## config.mk

```make
export PLATFORM = sky130hd
export DESIGN_NAME = ntt_radix_ct_arb_flat
export DESIGN_NICKNAME = d
export VERILOG_FILES = /design/src/rtl/ntt_radix_ct_arb_if.sv /design/src/rtl/ntt_radix_ct_arb.sv /design/src/flat_wrapper.sv
export SDC_FILE = /design/constraint.sdc
export NUM_CORES = 1
export LEC_CHECK = 0
export ABC_AREA = 1
export BUFFER_PORTS_ARGS = -buffer_cell sky130_fd_sc_hd__buf_2
export CAP_MARGIN = 0
export CELL_PAD_IN_SITES_DETAIL_PLACEMENT = 0
export CELL_PAD_IN_SITES_GLOBAL_PLACEMENT = 1
export CORE_ASPECT_RATIO = 1.2
export CORE_MARGIN = 2
export CORE_UTILIZATION = 48
export DETAILED_ROUTE_END_ITERATION = 16
export PLACE_DENSITY = 0.87
export SYNTH_ARGS = -nofsm -noshare
export SYNTH_HDL_FRONTEND = slang
export SYNTH_SLANG_ARGS = --single-unit
```

## constraint.sdc

```tcl
create_clock -name clk -period 3.8 [get_ports clk]
set_input_delay 0.19 -clock clk [delete_from_list [all_inputs] [get_ports clk]]
set_output_delay 0.19 -clock clk [all_outputs]
set_load 0.005 [all_outputs]
```

## src/rtl/ntt_radix_ct_arb_if.sv

```systemverilog
// Handshake bundle between two NTT requesters, the shared radix
// datapath input mux and the result-valid fan-out.
interface ntt_radix_ct_arb_if;
    logic req0_vld;
    logic req0_last;
    logic req0_rdy;
    logic req1_vld;
    logic req1_last;
    logic req1_rdy;
    logic cred0_ret;
    logic cred1_ret;
    logic dp_vld;
    logic dp_sel;
    logic out0_vld;
    logic out1_vld;
    logic idle;
    logic err;

    modport slave (
        input  req0_vld, req0_last, req1_vld, req1_last,
        input  cred0_ret, cred1_ret,
        output req0_rdy, req1_rdy, dp_vld, dp_sel,
        output out0_vld, out1_vld, idle, err
    );

    modport master (
        output req0_vld, req0_last, req1_vld, req1_last,
        output cred0_ret, cred1_ret,
        input  req0_rdy, req1_rdy, dp_vld, dp_sel,
        input  out0_vld, out1_vld, idle, err
    );
endinterface

```

## src/rtl/ntt_radix_ct_arb.sv

```systemverilog
// Group-atomic round-robin arbiter for a shared pipelined radix
// butterfly, with per-requester output-buffer credits and a tag line.
module ntt_radix_ct_arb #(
    parameter int LAT    = 6,
    parameter int CREDIT = 8
) (
    input  logic              clk,
    input  logic              a_rst_n,
    ntt_radix_ct_arb_if.slave bus
);
    localparam int CNT_W = $clog2(CREDIT + 1);
    localparam int INF_W = $clog2(LAT + 1);
    localparam logic [CNT_W-1:0] CMAX  = CNT_W'(CREDIT);
    localparam logic [CNT_W-1:0] C_ONE = CNT_W'(1);
    localparam logic [INF_W-1:0] I_ONE = INF_W'(1);

    typedef enum logic [1:0] {IDLE, LOCK0, LOCK1} state_t;

    state_t           state_q;
    logic             ptr_q;
    logic             err_q;
    logic             err_d;
    logic             idle_q;
    logic [CNT_W-1:0] c0_q, c0_d;
    logic [CNT_W-1:0] c1_q, c1_d;
    logic [LAT-1:0]   tv_q;
    logic [LAT-1:0]   ts_q;
    logic [INF_W-1:0] inf_q, inf_d;

    logic e0, e1;
    logic any, sel;
    logic rdy0, rdy1;
    logic acc0, acc1, acc;
    logic last, outv;
    logic nxt_idle;

    assign e0 = bus.req0_vld & (c0_q != '0);
    assign e1 = bus.req1_vld & (c1_q != '0);

    // Pick the owner of this cycle's datapath slot; a lock pins it.
    always_comb begin
        any = 1'b0;
        sel = 1'b0;
        unique case (state_q)
            LOCK0: any = 1'b1;
            LOCK1: begin
                any = 1'b1;
                sel = 1'b1;
            end
            default: begin
                any = e0 | e1;
                sel = (e0 & e1) ? ptr_q : e1;
            end
        endcase
    end

    assign rdy0 = any & ~sel & (c0_q != '0);
    assign rdy1 = any &  sel & (c1_q != '0);
    assign acc0 = bus.req0_vld & rdy0;
    assign acc1 = bus.req1_vld & rdy1;
    assign acc  = acc0 | acc1;
    assign last = sel ? bus.req1_last : bus.req0_last;
    assign outv = tv_q[LAT-1];

    assign bus.req0_rdy = rdy0;
    assign bus.req1_rdy = rdy1;
    assign bus.dp_vld   = acc;
    assign bus.dp_sel   = sel;
    assign bus.out0_vld = outv & ~ts_q[LAT-1];
    assign bus.out1_vld = outv &  ts_q[LAT-1];
    assign bus.idle     = idle_q;
    assign bus.err      = err_q;

    // Credit bookkeeping; a return into a full counter saturates and flags.
    always_comb begin
        c0_d  = c0_q;
        c1_d  = c1_q;
        err_d = err_q;
        if (acc0 & ~bus.cred0_ret) begin
            c0_d = c0_q - C_ONE;
        end else if (~acc0 & bus.cred0_ret) begin
            if (c0_q == CMAX) err_d = 1'b1;
            else              c0_d  = c0_q + C_ONE;
        end
        if (acc1 & ~bus.cred1_ret) begin
            c1_d = c1_q - C_ONE;
        end else if (~acc1 & bus.cred1_ret) begin
            if (c1_q == CMAX) err_d = 1'b1;
            else              c1_d  = c1_q + C_ONE;
        end
    end

    // Words in flight: issued minus emerged from the tag line.
    always_comb begin
        inf_d = inf_q;
        unique case ({acc, outv})
            2'b10:   inf_d = inf_q + I_ONE;
            2'b01:   inf_d = inf_q - I_ONE;
            default: inf_d = inf_q;
        endcase
    end

    assign nxt_idle = acc ? last : (state_q == IDLE);

    // Lock FSM, round-robin pointer, credits and registered status.
    always_ff @(posedge clk or negedge a_rst_n) begin
        if (!a_rst_n) begin
            state_q <= IDLE;
            ptr_q   <= 1'b0;
            c0_q    <= CMAX;
            c1_q    <= CMAX;
            err_q   <= 1'b0;
            inf_q   <= '0;
            idle_q  <= 1'b1;
        end else begin
            if (acc) begin
                if (last) begin
                    state_q <= IDLE;
                    ptr_q   <= ~sel;
                end else begin
                    state_q <= sel ? LOCK1 : LOCK0;
                end
            end
            c0_q   <= c0_d;
            c1_q   <= c1_d;
            err_q  <= err_d;
            inf_q  <= inf_d;
            idle_q <= nxt_idle & (inf_d == '0);
        end
    end

    // Ownership tags ride alongside the datapath and never stall.
    always_ff @(posedge clk or negedge a_rst_n) begin
        if (!a_rst_n) begin
            tv_q <= '0;
            ts_q <= '0;
        end else begin
            tv_q[0] <= acc;
            ts_q[0] <= sel;
            for (int i = 1; i < LAT; i++) begin
                tv_q[i] <= tv_q[i-1];
                ts_q[i] <= ts_q[i-1];
            end
        end
    end
endmodule
```

## src/flat_wrapper.sv

```systemverilog
// flat-port wrapper written by rule: the top's interface ports become plain ports
module ntt_radix_ct_arb_flat 
#(
    parameter int LAT    = 6,
    parameter int CREDIT = 8
)
  (clk, a_rst_n, bus_req0_vld, bus_req0_last, bus_req1_vld, bus_req1_last, bus_cred0_ret, bus_cred1_ret, bus_req0_rdy, bus_req1_rdy, bus_dp_vld, bus_dp_sel, bus_out0_vld, bus_out1_vld, bus_idle, bus_err);
  ntt_radix_ct_arb_if bus_i ();
  input  logic clk;
  input  logic a_rst_n;
  input wire logic [$bits(bus_i.req0_vld)-1:0] bus_req0_vld;
  input wire logic [$bits(bus_i.req0_last)-1:0] bus_req0_last;
  input wire logic [$bits(bus_i.req1_vld)-1:0] bus_req1_vld;
  input wire logic [$bits(bus_i.req1_last)-1:0] bus_req1_last;
  input wire logic [$bits(bus_i.cred0_ret)-1:0] bus_cred0_ret;
  input wire logic [$bits(bus_i.cred1_ret)-1:0] bus_cred1_ret;
  output wire logic [$bits(bus_i.req0_rdy)-1:0] bus_req0_rdy;
  output wire logic [$bits(bus_i.req1_rdy)-1:0] bus_req1_rdy;
  output wire logic [$bits(bus_i.dp_vld)-1:0] bus_dp_vld;
  output wire logic [$bits(bus_i.dp_sel)-1:0] bus_dp_sel;
  output wire logic [$bits(bus_i.out0_vld)-1:0] bus_out0_vld;
  output wire logic [$bits(bus_i.out1_vld)-1:0] bus_out1_vld;
  output wire logic [$bits(bus_i.idle)-1:0] bus_idle;
  output wire logic [$bits(bus_i.err)-1:0] bus_err;
  assign bus_i.req0_vld = bus_req0_vld;
  assign bus_i.req0_last = bus_req0_last;
  assign bus_i.req1_vld = bus_req1_vld;
  assign bus_i.req1_last = bus_req1_last;
  assign bus_i.cred0_ret = bus_cred0_ret;
  assign bus_i.cred1_ret = bus_cred1_ret;
  assign bus_req0_rdy = bus_i.req0_rdy;
  assign bus_req1_rdy = bus_i.req1_rdy;
  assign bus_dp_vld = bus_i.dp_vld;
  assign bus_dp_sel = bus_i.dp_sel;
  assign bus_out0_vld = bus_i.out0_vld;
  assign bus_out1_vld = bus_i.out1_vld;
  assign bus_idle = bus_i.idle;
  assign bus_err = bus_i.err;
  ntt_radix_ct_arb #(.LAT(LAT), .CREDIT(CREDIT)) u_core (.clk(clk), .a_rst_n(a_rst_n), .bus(bus_i));
endmodule
```

==> results.json <==
{
  "synth.avg_cell_area_um2": 10.1,
  "grt_pass1_wl_um": 4200,
  "swShare": 0.405,
  "critPathRequiredTime_ns": 4.07,
  "worstPathCellList": "inv_1 > ha_1 > nand2_1 > a21boi_4 > nand3_2 > nand2_4 > inv_1 > ha_1 > inv_1 > fa_1 > o21ai_0 > nor2_1 > nand2_1 > a21oi_2",
  "combPwrFrac": 0.488,
  "netlist.area_leader.share": 0.429,
  "arrival_ns": 2.94,
  "start_util": 0.514,
  "drv_slew": 0,
  "hp-class": "in -> reg",
  "drt-vias-per-instance": 4.83,
  "netlist_area_mm2": 0.00146,
  "ant_nets": 0,
  "rows": 21,
  "route.detailed.drc": 0,
  "mostFrequentLayoutCells": "inv_1 (29), dfrtp_1 (25), nand2_1 (17), buf_2 (15), ha_1 (11)",
  "clk_latency_ns": 0.32,
  "grtUsageTotal": 0.164,
  "cts_root_buf": "clkbuf_4",
  "routed_wl_um": 2280,
  "netlist_instances": 144,
  "dr.pass1.iters": 4,
  "fin_nets": 187,
  "hold_viol_final": 0,
  "setup_viol": 0,
  "timing_worst_setup_path_type": "reg -> reg",
  "skew_ns": 0.00262,
  "status": "finished clean",
  "endpoint_kind": "flop",
  "post-route-period-util": 0.702,
  "layout_min_cycle_time_ns": 2.67,
  "dieArea_mm2": 0.00350,
  "p_total_mw": 1.42,
  "synth_nets": 166,
  "synth-seq-cells": 28,
  "fmax_mhz": 375,
  "hold_slack_ns": 0.130,
  "gp_congestion": 0.843,
  "cts_buffers": 3,
  "io_pins": 16,
  "max_stage_delay_ns": 0.42,
  "max_cap_viol_count": 0,
  "fp.dieW_um": 54.3,
  "crit_fanout": 9,
  "sequentialPowerShare": 0.378,
  "synthToLayoutAreaGrowth_pct": 12.4,
  "final_common_cell": "inv_1",
  "antenna_found_initial": 0,
  "fp.dieH_um": 64.4,
  "core_area_mm2": 0.00284,
  "p_int_mw": 0.844,
  "cts.path.max_buffers": 2,
  "cts_tree": "done",
  "first_global_vias": 991,
  "wl_per_cell_um": 11.5,
  "port_buffers": 15,
  "dp_hpwl_um": 1840,
  "initialDrtViolationCount": 12,
  "grt_overflow": 0,
  "leakage_nw": 0.871,
  "slowest_stage": "fa_1",
  "yosysWarnings": 0,
  "antenna_cells": 0,
  "vias": 957,
  "numClockSinks": 28,
  "worst_slew_pin_slew_ns": 0.584,
  "relSlewSlack": 0.610,
  "synth_area_leaders": "dfrtp_1 (43%), ha_1 (9.4%), inv_1 (7.5%)",
  "seq_area_frac_synth": 0.483,
  "power_density_mw_per_mm2": 865,
  "synth_area_leader_cell": "dfrtp_1",
  "switchingPower_mw": 0.573,
  "synth_cell_types": 22,
  "layout.cells.non_filler": 198,
  "crit_path_frequent_cell": "inv_1",
  "grt_max_degree": 29,
  "peakVddDrop_v": 0.000436,
  "drive_gt1_frac": 0.232,
  "dp.cells": 193,
  "path_clk_slew_ns": 0.14,
  "utilization": 0.577,
  "cp-start-kind": "flop",
  "nFillCells": 266,
  "tns_ns": 0,
  "cts_htree_levels": 1,
  "rsz0062_at_grt": "false",
  "p_clk_frac": 0.134,
  "post-cts-setup-buffers": 0
}
## timing repair
action                                  CTS  global route
resized for setup                         0             0
endpoints found under the setup margin    0             0
hold buffers                              1             0
hold endpoints to repair                 25             0
## registers in the layout (all words and copies together), names as in the netlist
register,flops
u_core.tv_q,6
u_core.c0_q,4
u_core.state_q,2
u_core.c1_q,4
u_core.ptr_q,1
u_core.inf_q,3
u_core.ts_q,6
u_core.bus.err,1
u_core.bus.idle,1
## cells in the mapped netlist
cell       n
a21boi_4   1
a21oi_1    6
a21oi_2    1
a221o_1    1
dfrtp_1   25
dfstp_2    3
fa_1       3
ha_1      11
inv_1     29
nand2_1   17
nand2_2    4
nand2_4    3
nand3_1    4
nand3_2    2
nand3b_4   1
nand4_1    2
nor2_1     9
nor2_2     3
nor2_4     1
o21ai_0   10
xnor2_1    5
xor2_1     3
## through the flow
| stage | setup slack, ns | instance area, µm² |
|---|---|---|
| 2_1_floorplan | 1.37 | 1460 |
| 3_3_place_gp | 1.21 | 1580 |
| 3_5_place_dp | 1.14 | 1580 |
| 4_1_cts | 1.11 | 1640 |
| 5_1_grt | 0.834 | 1640 |
| 6_report | 1.13 | 1640 |
## worst max-delay path: cells and delay by family, from the launching register on
family / cells / cell delay (ns)
adders and majority gates: 3 / 0.94
AOI/OAI and AO/OA: 3 / 0.50
buffers and inverters: 3 / 0.21
and+or+nand+nor: 5 / 0.59
DFF: 1 / 0.38
## path summary, 6_finish.rpt
path                                                from  slack, ns                          to  depth (start not counted)
max in group asynchronous                        a_rst_n       3.04   u_core.bus.idle$_DFF_PN1_                          2
max                        u_core.state_q[1]$_DFFE_PN0P_       1.13   u_core.bus.idle$_DFF_PN1_                         14
min                                        bus_req0_last       0.13    u_core.ptr_q$_DFFE_PN0P_                          3
min reg2reg                     u_core.tv_q[0]$_DFF_PN0_       0.37    u_core.tv_q[1]$_DFF_PN0_                          0
min in group asynchronous                        a_rst_n       0.38  u_core.c0_q[1]$_DFFE_PN0P_                          2
max reg2reg                u_core.state_q[1]$_DFFE_PN0P_       1.13   u_core.bus.idle$_DFF_PN1_                         14
## layer usage
layer | part of all wire | global-route usage | up-vias | wire (µm)
li1 | - | - | 491 | -
met1 | 0.43 | 0.205 | 451 | 990
met2 | 0.53 | 0.276 | 11 | 1210
met3 | 0.021 | 0.0280 | 4 | 47
met4 | 0.014 | 0.0563 | 0 | 33
met5 | 0 | 0 | - | 0
## power groups by stage
stage,Clock (mW),Combinational (mW),Sequential (mW)
after floorplan,0,0.550,0.518
after global placement,0,0.686,0.537
after detailed placement,0,0.701,0.543
after CTS,0.200,0.706,0.538
after global routing,0.211,0.812,0.553
final,0.190,0.692,0.535
## layout make-up
type	instances	area [µm²]	share of cell area
tap	34	42.5	0.0260
sequential	28	704	0.430
inverter	29	109	0.0665
timing repair buffer	16	85.1	0.0519
clock inverter	1	30.0	0.0183
clock buffer	3	22.5	0.0138
multi-input combinational	87	644	0.393
## logic make-up (layout without fill, tap and decap cells)
family / count (synthesis) / in the layout / share of synthesized area
simple gates: 46 / 46 / 0.178
buf+inv: 29 / 49 / 0.0747
flops: 28 / 28 / 0.483
compound gates: 19 / 19 / 0.0807
fa+ha+maj: 14 / 14 / 0.136
xor+xnor: 8 / 8 / 0.0481
(Power assumes the default switching activity.)
